File: config.mk
export PLATFORM = sky130hd
export DESIGN_NAME = divider_iterative_signed
export DESIGN_NICKNAME = d
export VERILOG_FILES = /design/src/rtl/divider_pkg.sv /design/src/rtl/lzc_count.sv /design/src/rtl/divider_iterative_signed.sv
export SDC_FILE = /design/constraint.sdc
export NUM_CORES = 1
export LEC_CHECK = 0
export ABC_AREA = 1
export CAP_MARGIN = 10
export CORE_ASPECT_RATIO = 2
export CORE_MARGIN = 1.5
export CORE_UTILIZATION = 46
export CTS_CLUSTER_DIAMETER = 100
export DETAILED_ROUTE_END_ITERATION = 6
export PLACE_DENSITY = 0.66
export SLEW_MARGIN = 10
export SYNTH_ARGS = -nofsm -noshare
export SYNTH_HDL_FRONTEND = slang
export SYNTH_SLANG_ARGS = --single-unit
File: constraint.sdc
create_clock -name CLK -period 6.3 [get_ports CLK]
set_input_delay 0.945 -clock CLK [delete_from_list [all_inputs] [get_ports CLK]]
set_output_delay 0.945 -clock CLK [all_outputs]
set_load 0.01 [all_outputs]
File: src/rtl/divider_pkg.sv
// ---------------------------------------------------------------------------
// divider_pkg
//   Shared types and helpers for the iterative signed/unsigned divider.
//   - div_state_e : FSM state encoding, also exported on the debug state port.
//   - cnt_width() : width of a counter that must hold 0..num_bits inclusive.
//                   Used for both the leading-zero count and the iteration
//                   counter.
// ---------------------------------------------------------------------------
package divider_pkg;

    typedef enum logic [2:0] {
        S_IDLE     = 3'd0,
        S_PREP     = 3'd1,
        S_SUBTRACT = 3'd2,
        S_FIXUP    = 3'd3,
        S_OUTPUT   = 3'd4
    } div_state_e;

    function automatic int cnt_width(input int num_bits);
        return $clog2(num_bits + 1);
    endfunction

endpackage

File: src/rtl/lzc_count.sv
// ---------------------------------------------------------------------------
// lzc_count
//   Combinational leading-zero counter.
//   Ports:
//     data_i  [WIDTH]            value to inspect
//     count_o [cnt_width(WIDTH)] number of leading zeros; WIDTH when data_i == 0
// ---------------------------------------------------------------------------
module lzc_count
    import divider_pkg::*;
#(
    parameter int WIDTH = 16
) (
    input  logic [WIDTH-1:0]            data_i,
    output logic [cnt_width(WIDTH)-1:0] count_o
);

    localparam int CW = cnt_width(WIDTH);

    // Scan upward: the last set bit seen is the most significant one,
    // so its position decides the final count.
    always_comb begin
        count_o = CW'(WIDTH);
        for (int i = 0; i < WIDTH; i++) begin
            if (data_i[i]) begin
                count_o = CW'(WIDTH - 1 - i);
            end
        end
    end

endmodule

File: src/rtl/divider_iterative_signed.sv
// ---------------------------------------------------------------------------
// divider_iterative_signed
//   Iterative restoring shift-subtract divider with per-operation signed or
//   unsigned operands. Leading zeros of |numerator| are skipped when
//   EARLY_TERM=1, so latency is k+3 edges (accept edge counted as the first),
//   k = significant bits of |numerator| (0 for a zero numerator or a zero
//   denominator).
//
//   Handshake: a transfer happens on a posedge where CE=1 and both valid and
//   ready are high. in_ready is high only in S_IDLE; out_valid is high only
//   in S_OUTPUT and the result holds there until out_ready is seen with CE=1.
//   CE=0 freezes every register, including the handshake state.
//
//   Ports:
//     CLK, SRST_N (sync, active low), CE (clock enable)
//     in_valid/in_ready, SIGNED_MODE, NUMERATOR_IN, DENOMINATOR_IN : request
//     out_valid/out_ready, QUOTIENT_OUT, REMAINDER_OUT              : result
//     div_zero  : denominator was zero (qualified by out_valid)
//     overflow  : signed MIN / -1      (qualified by out_valid)
//     dbg_state_o : current FSM state
// ---------------------------------------------------------------------------
module divider_iterative_signed
    import divider_pkg::*;
#(
    parameter int DIV_NUM_BITS = 16,
    parameter int DIV_DEN_BITS = 16,
    parameter bit EARLY_TERM   = 1'b1
) (
    input  logic                    CLK,
    input  logic                    SRST_N,
    input  logic                    CE,
    input  logic                    in_valid,
    output logic                    in_ready,
    input  logic                    SIGNED_MODE,
    input  logic [DIV_NUM_BITS-1:0] NUMERATOR_IN,
    input  logic [DIV_DEN_BITS-1:0] DENOMINATOR_IN,
    output logic                    out_valid,
    input  logic                    out_ready,
    output logic [DIV_NUM_BITS-1:0] QUOTIENT_OUT,
    output logic [DIV_DEN_BITS-1:0] REMAINDER_OUT,
    output logic                    div_zero,
    output logic                    overflow,
    output div_state_e              dbg_state_o
);

    localparam int N   = DIV_NUM_BITS;
    localparam int D   = DIV_DEN_BITS;
    localparam int RQW = N + D + 1;
    localparam int CW  = cnt_width(N);

    div_state_e      state_q;
    logic [N-1:0]    num_q;
    logic [D-1:0]    den_q;
    logic            sign_q;
    logic [D-1:0]    den_mag_q;
    logic            neg_quot_q;
    logic            neg_rem_q;
    logic [RQW-1:0]  rem_quot_q;
    logic [CW-1:0]   cnt_q;
    logic [N-1:0]    quot_q;
    logic [D-1:0]    rem_q;
    logic            div_zero_q;
    logic            overflow_q;

    logic [N-1:0]    num_mag_d;
    logic [D-1:0]    den_mag_d;
    logic [CW-1:0]   lz_raw;
    logic [CW-1:0]   lz_d;
    logic [CW-1:0]   k_d;
    logic [RQW-1:0]  shifted_d;
    logic [RQW-1:0]  rem_quot_d;
    logic            den_zero_d;
    logic            overflow_d;
    logic [D-1:0]    dz_rem_d;

    lzc_count #(.WIDTH(N)) u_lzc (
        .data_i  (num_mag_d),
        .count_o (lz_raw)
    );

    always_comb begin
        in_ready  = (state_q == S_IDLE);
        out_valid = (state_q == S_OUTPUT);
    end

    always_comb begin
        num_mag_d  = (sign_q && num_q[N-1]) ? (~num_q + 1'b1) : num_q;
        den_mag_d  = (sign_q && den_q[D-1]) ? (~den_q + 1'b1) : den_q;
        lz_d       = EARLY_TERM ? lz_raw : '0;
        k_d        = CW'(N) - lz_d;
        den_zero_d = (den_q == '0);
        overflow_d = sign_q && (num_q == {1'b1, {(N-1){1'b0}}}) && (den_q == '1);
        // Divide-by-zero remainder is the numerator resized to the remainder
        // width: sign-extended in signed mode, zero-extended otherwise.
        dz_rem_d   = sign_q ? D'($signed(num_q)) : D'(num_q);

        // One restoring step. The partial remainder lives in the upper D+1
        // bits; the extra bit keeps the compare exact when den's MSb is set.
        shifted_d = rem_quot_q << 1;
        if (shifted_d[RQW-1:N] >= {1'b0, den_mag_q}) begin
            rem_quot_d = {shifted_d[RQW-1:N] - {1'b0, den_mag_q}, shifted_d[N-1:1], 1'b1};
        end else begin
            rem_quot_d = shifted_d;
        end
    end

    always_ff @(posedge CLK) begin
        if (!SRST_N) begin
            state_q    <= S_IDLE;
            num_q      <= '0;
            den_q      <= '0;
            sign_q     <= 1'b0;
            den_mag_q  <= '0;
            neg_quot_q <= 1'b0;
            neg_rem_q  <= 1'b0;
            rem_quot_q <= '0;
            cnt_q      <= '0;
            quot_q     <= '0;
            rem_q      <= '0;
            div_zero_q <= 1'b0;
            overflow_q <= 1'b0;
        end else if (CE) begin
            case (state_q)
                S_IDLE: begin
                    if (in_valid) begin
                        num_q   <= NUMERATOR_IN;
                        den_q   <= DENOMINATOR_IN;
                        sign_q  <= SIGNED_MODE;
                        state_q <= S_PREP;
                    end
                end
                S_PREP: begin
                    den_mag_q  <= den_mag_d;
                    neg_quot_q <= sign_q & (num_q[N-1] ^ den_q[D-1]);
                    neg_rem_q  <= sign_q & num_q[N-1];
                    // Left-justify the magnitude so only significant bits iterate.
                    rem_quot_q <= {{(D+1){1'b0}}, num_mag_d << lz_d};
                    cnt_q      <= k_d;
                    state_q    <= (den_zero_d || (k_d == '0)) ? S_FIXUP : S_SUBTRACT;
                end
                S_SUBTRACT: begin
                    rem_quot_q <= rem_quot_d;
                    cnt_q      <= cnt_q - 1'b1;
                    if (cnt_q == CW'(1)) begin
                        state_q <= S_FIXUP;
                    end
                end
                S_FIXUP: begin
                    if (den_zero_d) begin
                        quot_q     <= '1;
                        rem_q      <= dz_rem_d;
                        div_zero_q <= 1'b1;
                        overflow_q <= 1'b0;
                    end else begin
                        // MIN / -1 falls out naturally: |MIN| negated wraps to MIN.
                        quot_q     <= neg_quot_q ? (~rem_quot_q[N-1:0] + 1'b1) : rem_quot_q[N-1:0];
                        rem_q      <= neg_rem_q ? (~rem_quot_q[N+D-1:N] + 1'b1) : rem_quot_q[N+D-1:N];
                        div_zero_q <= 1'b0;
                        overflow_q <= overflow_d;
                    end
                    state_q <= S_OUTPUT;
                end
                S_OUTPUT: begin
                    if (out_ready) begin
                        state_q <= S_IDLE;
                    end
                end
                default: state_q <= S_IDLE;
            endcase
        end
    end

    assign QUOTIENT_OUT  = quot_q;
    assign REMAINDER_OUT = rem_q;
    assign div_zero      = div_zero_q;
    assign overflow      = overflow_q;
    assign dbg_state_o   = state_q;

endmodule

==> results of run 1 <==
-- kinds of logic after synthesis --
group / after synthesis / synth area share
compound gates: 324 / 0.2256
xor+xnor: 36 / 0.03957
flops: 125 / 0.3140
simple gates: 475 / 0.2688
fa+ha+maj: 25 / 0.04020
buf+inv: 222 / 0.1118
-- sequential cells by signal, summed over array words and instances, names as in the netlist --
name / flops
rem_quot_q: 32
neg_rem_q: 1
overflow: 1
QUOTIENT_OUT: 16
sign_q: 1
REMAINDER_OUT: 16
dz_rem_d: 16
div_zero: 1
den_q: 16
cnt_q: 5
den_mag_q: 16
dbg_state_o: 3
neg_quot_q: 1
-- layout make-up --
| class | count | area [µm²] | share of cell area |
|---|---|---|---|
| repair buffers | 82 | 800.8 | 0.08523 |
| inverters | 164 | 618.1 | 0.06579 |
| flip-flops and latches | 125 | 2502 | 0.2663 |
| clock buffers | 17 | 425.4 | 0.04528 |
| multi-input cells | 860 | 4588 | 0.4883 |
| well taps | 207 | 259.0 | 0.02757 |
| clock inverters | 15 | 201.4 | 0.02144 |
-- cells in the final DEF, fill, tap and decap left out, drive strengths merged, types with 20 or more instances in the layout --
cell	count
clkdlybuf4s50	75
nor2	76
dfxtp	125
nand3	108
inv	167
ha	24
a21oi	142
o21ai	117
o211ai	20
nor3	29
xor2	26
nand2	233
-- metal layers --
| metal | GRT usage | vias up | share of wire |
|---|---|---|---|
| li1 | - | 4129 | - |
| met1 | 0.2699 | 3747 | 0.33 |
| met2 | 0.5542 | 210 | 0.54 |
| met3 | 0.04779 | 97 | 0.039 |
| met4 | 0.2353 | 0 | 0.087 |
| met5 | 0 | - | 0 |
-- report_power, final --
part / internal [W] / switching [W] / leakage (nW) / total, W
registers: 0.000859 / 0.000101 / 1.02 / 0.000960
logic: 0.000450 / 0.000909 / 2.71 / 0.00136
clock network: 0.000637 / 0.000417 / 0.305 / 0.00105
-- worst min-delay path: cells and delay by family, from the launching register on --
kind	cells	cell delay (ps)
simple gates	1	60
flops	1	310
compound gates	1	50
-- per-stage QoR --
| step | cell area [µm²] | setup WS [ps] | instances |
|---|---|---|---|
| 3_5_place_dp | 8768 | 1787 | 1438 |
| 2_1_floorplan | 7969 | 3720 | 1207 |
| 3_3_place_gp | 8768 | 1849 | 1438 |
| 4_1_cts | 9395 | 2206 | 1470 |
| 5_1_grt | 9395 | 1927 | 1470 |
| 6_report | 9395 | 2286 | 1470 |
-- final timing paths --
path              cells past startpoint  slack (ps)      startpoint               end
setup / recovery                      9        2290              CE  REMAINDER_OUT[7]
hold / removal                        2         470        cnt_q[4]          cnt_q[4]
setup reg to reg                      9        2780  dbg_state_o[2]  REMAINDER_OUT[7]
hold reg to reg                       2         470        cnt_q[4]          cnt_q[4]
==> flow_summary.json, run 1 <==
{
  "status": "finished clean",
  "finalWorstPathRequiredPeriod_ps": 4014,
  "clock_path_buffers": 2,
  "yosysUniqueCellTypes": 47,
  "dr.pass1.iters": 5,
  "worst_slew_pin_slew_ps": 888.7,
  "gr-total-overflow": 0,
  "synth-main-ff-cell": "dfxtp_1",
  "path_max_fanout": 27,
  "initial_core_util": 0.4729,
  "final_nets": 1313,
  "ir_drop_mv": 0.2215,
  "synth-seq-area-share": 0.3140,
  "min_period_over_period": 0.6371,
  "synth_seq_cells": 125,
  "hold_viol_final": 0,
  "crit_type": "input port to flip-flop",
  "slowest_delay_ps": 690,
  "grt_pass1_wl_mm": 40.39,
  "cp_num_buf_inv": 3,
  "path_cells": "clkdlybuf4s50_1 -> nand2_1 -> clkinv_1 -> nand2_1 -> clkinv_1 -> o21ai_0 -> a21oi_1 -> a221oi_1 -> nor2_1",
  "coreArea_um2": 16850,
  "synth_largest_area_cell": "dfxtp_1",
  "syn_to_final_growth_pct": 17.90,
  "cts_root_buffer": "clkbuf_16",
  "cp.arrival_ps": 4310,
  "finalCoreUtilization": 0.5576,
  "antenna_cells": 0,
  "wl_per_cell_um": 17.43,
  "first_iter_violations": 408,
  "maxCapViolCount": 0,
  "syn-instance-count": 1207,
  "tritoncts": "built",
  "io_pins": 77,
  "clk_latency_ps": 440,
  "postCtsHoldBufs": 0,
  "synth_commonest_cells": "nand2_1, inv_1, a21oi_1, dfxtp_1, o21ai_0",
  "syn_avg_cell_area_um2": 6.602,
  "vias": 8183,
  "ys_top_cells_by_area": "dfxtp_1, nand2_1, a21oi_1",
  "netlist.area_leader.share": 0.3140,
  "crit_required_ps": 6600,
  "hold_ws_ps": 465.4,
  "fill_cells": 1679,
  "critical_path.top_delay_family": "buffers and inverters",
  "h-tree-depth": 4,
  "die_x_um": 96.07,
  "maxSlewViolCount": 0,
  "die-area_um2": 18170,
  "std_cell_rows": 67,
  "finalSetupTns_ps": 0,
  "synth_edf_count": 0,
  "hpwl_mm": 19.55,
  "cp_slowest_cell": "clkinv_1",
  "grt_max_degree": 57,
  "async_flop_share": 0,
  "cts-resized-gates": 0,
  "netlist_area_um2": 7969,
  "setup_viol": 0,
  "cts.clk_slew.worst_paths_ps": 60,
  "drive_gt1_frac": 0.07363,
  "hp-class": "flip-flop to flip-flop",
  "endpoint_kind": "flip-flop",
  "p_total_w": 0.003374,
  "drc_errors": 0,
  "yosys_warnings": 0,
  "grt_usage": 0.2979,
  "post_cts_buffers": 0,
  "p_leak_nw": 4.035,
  "synth_nets": 1270,
  "rsz0062_at_grt": "false",
  "fin_skew_ps": 10.41,
  "yosysMostFrequentCell": "nand2_1",
  "clkSinkCount": 125,
  "antenna_found_initial": 0,
  "globalplace.congestion": 0.9498,
  "fmax_ghz": 0.2492,
  "die_h_um": 189.1,
  "startpoint_type": "input port",
  "cts_inserted_buffers": 17,
  "avgViaCountPerCell": 5.567,
  "port-buffer-count": 76,
  "grt_pass1_vias": 7909,
  "routed_wl_mm": 25.62,
  "slew_headroom": 0.4061,
  "ant_nets": 0,
  "p_per_area_nw_per_um2": 359.1
}
Power figures use the tool's default switching activity.
==> run 2: changes to the inputs <==
clock period = 4.2 ns   (was 6.3 ns; I/O delays follow)
==> flow_summary.json, run 2 (synthesized netlist as in run 1, its figures left out) <==
{
  "status": "finished clean",
  "die_h_um": 189.1,
  "layout_common_cells": "nand2_1, inv_1, a21oi_1",
  "hpwl_mm": 20.06,
  "globalplace.congestion": 0.9984,
  "gr-total-overflow": 0,
  "slew_headroom": 0.4293,
  "dr.pass1.iters": 6,
  "dp_cells": 1444,
  "grt_pass1_wl_mm": 41.70,
  "crit_required_ps": 4540,
  "cts_inserted_buffers": 17,
  "p_per_area_nw_per_um2": 537.0,
  "reg2reg_slack_ps": 1000,
  "r2r_cells": 27,
  "cts.clk_slew.worst_paths_ps": 60,
  "largest-register": "rem_quot_q",
  "p_leak_nw": 4.048,
  "cpMostUsedCell": "nand2_1",
  "slowest_delay_ps": 600,
  "first_iter_violations": 387,
  "cp_slowest_cell": "dfxtp_1",
  "r2r_end": "dbg_state_o[0]",
  "path_max_fanout": 24,
  "hold_viol_final": 0,
  "largest_reg_flops": 32,
  "fmax_ghz": 0.3123,
  "setup_viol": 0,
  "antenna_found_initial": 0,
  "postCtsHoldBufs": 0,
  "avgViaCountPerCell": 5.643,
  "final_nets": 1319,
  "crit_type": "flip-flop to flip-flop",
  "port-buffer-count": 76,
  "cp.arrival_ps": 3550,
  "startpoint_type": "flip-flop",
  "grt_pass1_vias": 8247,
  "grt_max_degree": 56,
  "finalSetupTns_ps": 0,
  "ir_drop_mv": 0.2898,
  "finalWorstPathRequiredPeriod_ps": 3202,
  "clkSinkCount": 125,
  "mostFrequentLayoutCell": "nand2_1",
  "routed_wl_mm": 26.22,
  "std_cell_rows": 67,
  "rsz0062_at_grt": "false",
  "drc_errors": 0,
  "drive_gt1_frac": 0.07801,
  "vias": 8329,
  "ant_nets": 0,
  "initial_core_util": 0.4729,
  "fin_cells": 1476,
  "startpoint": "dz_rem_d[15]",
  "tritoncts": "built",
  "die_x_um": 96.07,
  "worst_slew_pin_slew_ps": 856.1,
  "clock_path_buffers": 2,
  "die-area_um2": 18170,
  "syn_to_final_growth_pct": 18.12,
  "finalCoreUtilization": 0.5586,
  "cts_root_buffer": "clkbuf_16",
  "coreArea_um2": 16850,
  "h-tree-depth": 4,
  "endpoint_kind": "flip-flop",
  "post_cts_buffers": 0,
  "hp-class": "flip-flop to flip-flop",
  "maxCapViolCount": 0,
  "grt_usage": 0.3053,
  "reg2reg_from": "dz_rem_d[15]",
  "min_period_over_period": 0.7625,
  "antenna_cells": 0,
  "crit_end": "dbg_state_o[0]",
  "io_pins": 77,
  "cts-resized-gates": 0,
  "clk_latency_ps": 430,
  "fin_skew_ps": 9.942,
  "hold_ws_ps": 467.5,
  "wl_per_cell_um": 17.76,
  "maxSlewViolCount": 0
}
-- run 2: changes by cell type in the layout (fill, tap and decap cells not counted) --
cell,previous run,this run
buf_4,6,12
inv_8,3,1
clkinv_4,4,2
clkinvlp_4,1,2
bufinv_16,3,2
inv_6,4,8
-- run 2: critical path: cells and delay by family (launching register included) --
kind / cells / cell delay [ps]
AOI/OAI and AO/OA: 1 / 120
adders and majority gates: 1 / 210
buffers and inverters: 2 / 300
DFF: 1 / 600
and+or+nand+nor: 23 / 1850
-- run 2: where the power goes --
group,total (W),switching (W),leakage (nW),internal (W)
clock,0.00153,0.000634,0.289,0.000894
sequential,0.00144,0.000148,1.02,0.00129
combinational,0.00209,0.00140,2.74,0.000694
total,0.00505,0.00218,4.05,0.00288
-- run 2: metal layers --
layer	track usage	wire [µm]
met1	0.2808	8900
met2	0.5653	14300
met3	0.04900	880
met4	0.2364	2136
met5	0	0
-- run 2: how the worst min path moves through the flow --
| stage | end | slack, ps | start | cells after the start |
|---|---|---|---|---|
| global route | cnt_q[4] | 510 | cnt_q[4] | 2 |
| detailed placement | cnt_q[4] | 460 | cnt_q[4] | 2 |
| CTS | cnt_q[4] | 470 | cnt_q[4] | 2 |
| global placement | cnt_q[4] | 450 | cnt_q[4] | 2 |
| floorplan | cnt_q[4] | 450 | cnt_q[4] | 2 |
| finish | cnt_q[4] | 470 | cnt_q[4] | 2 |
-- run 2: layout make-up --
type | instances | area [µm²]
Clock buffer | 17 | 425.4
Fill cell | 1709 | 7437
Multi-Input combinational cell | 860 | 4588
Timing Repair Buffer | 88 | 845.8
Sequential cell | 125 | 2502
Tap cell | 207 | 259.0
Inverter | 164 | 618.1
Clock inverter | 15 | 173.9
-- run 2: stage by stage --
stage                     power, W  setup WS [ps]  instance area (µm²)
final                     0.005055          997.7                 9413
after global routing      0.005404          636.2                 9413
after CTS                 0.005026           1010                 9413
after detailed placement  0.003507           1033                 8813
after global placement    0.003499           1098                 8813
after floorplan           0.002990           1620                 7969
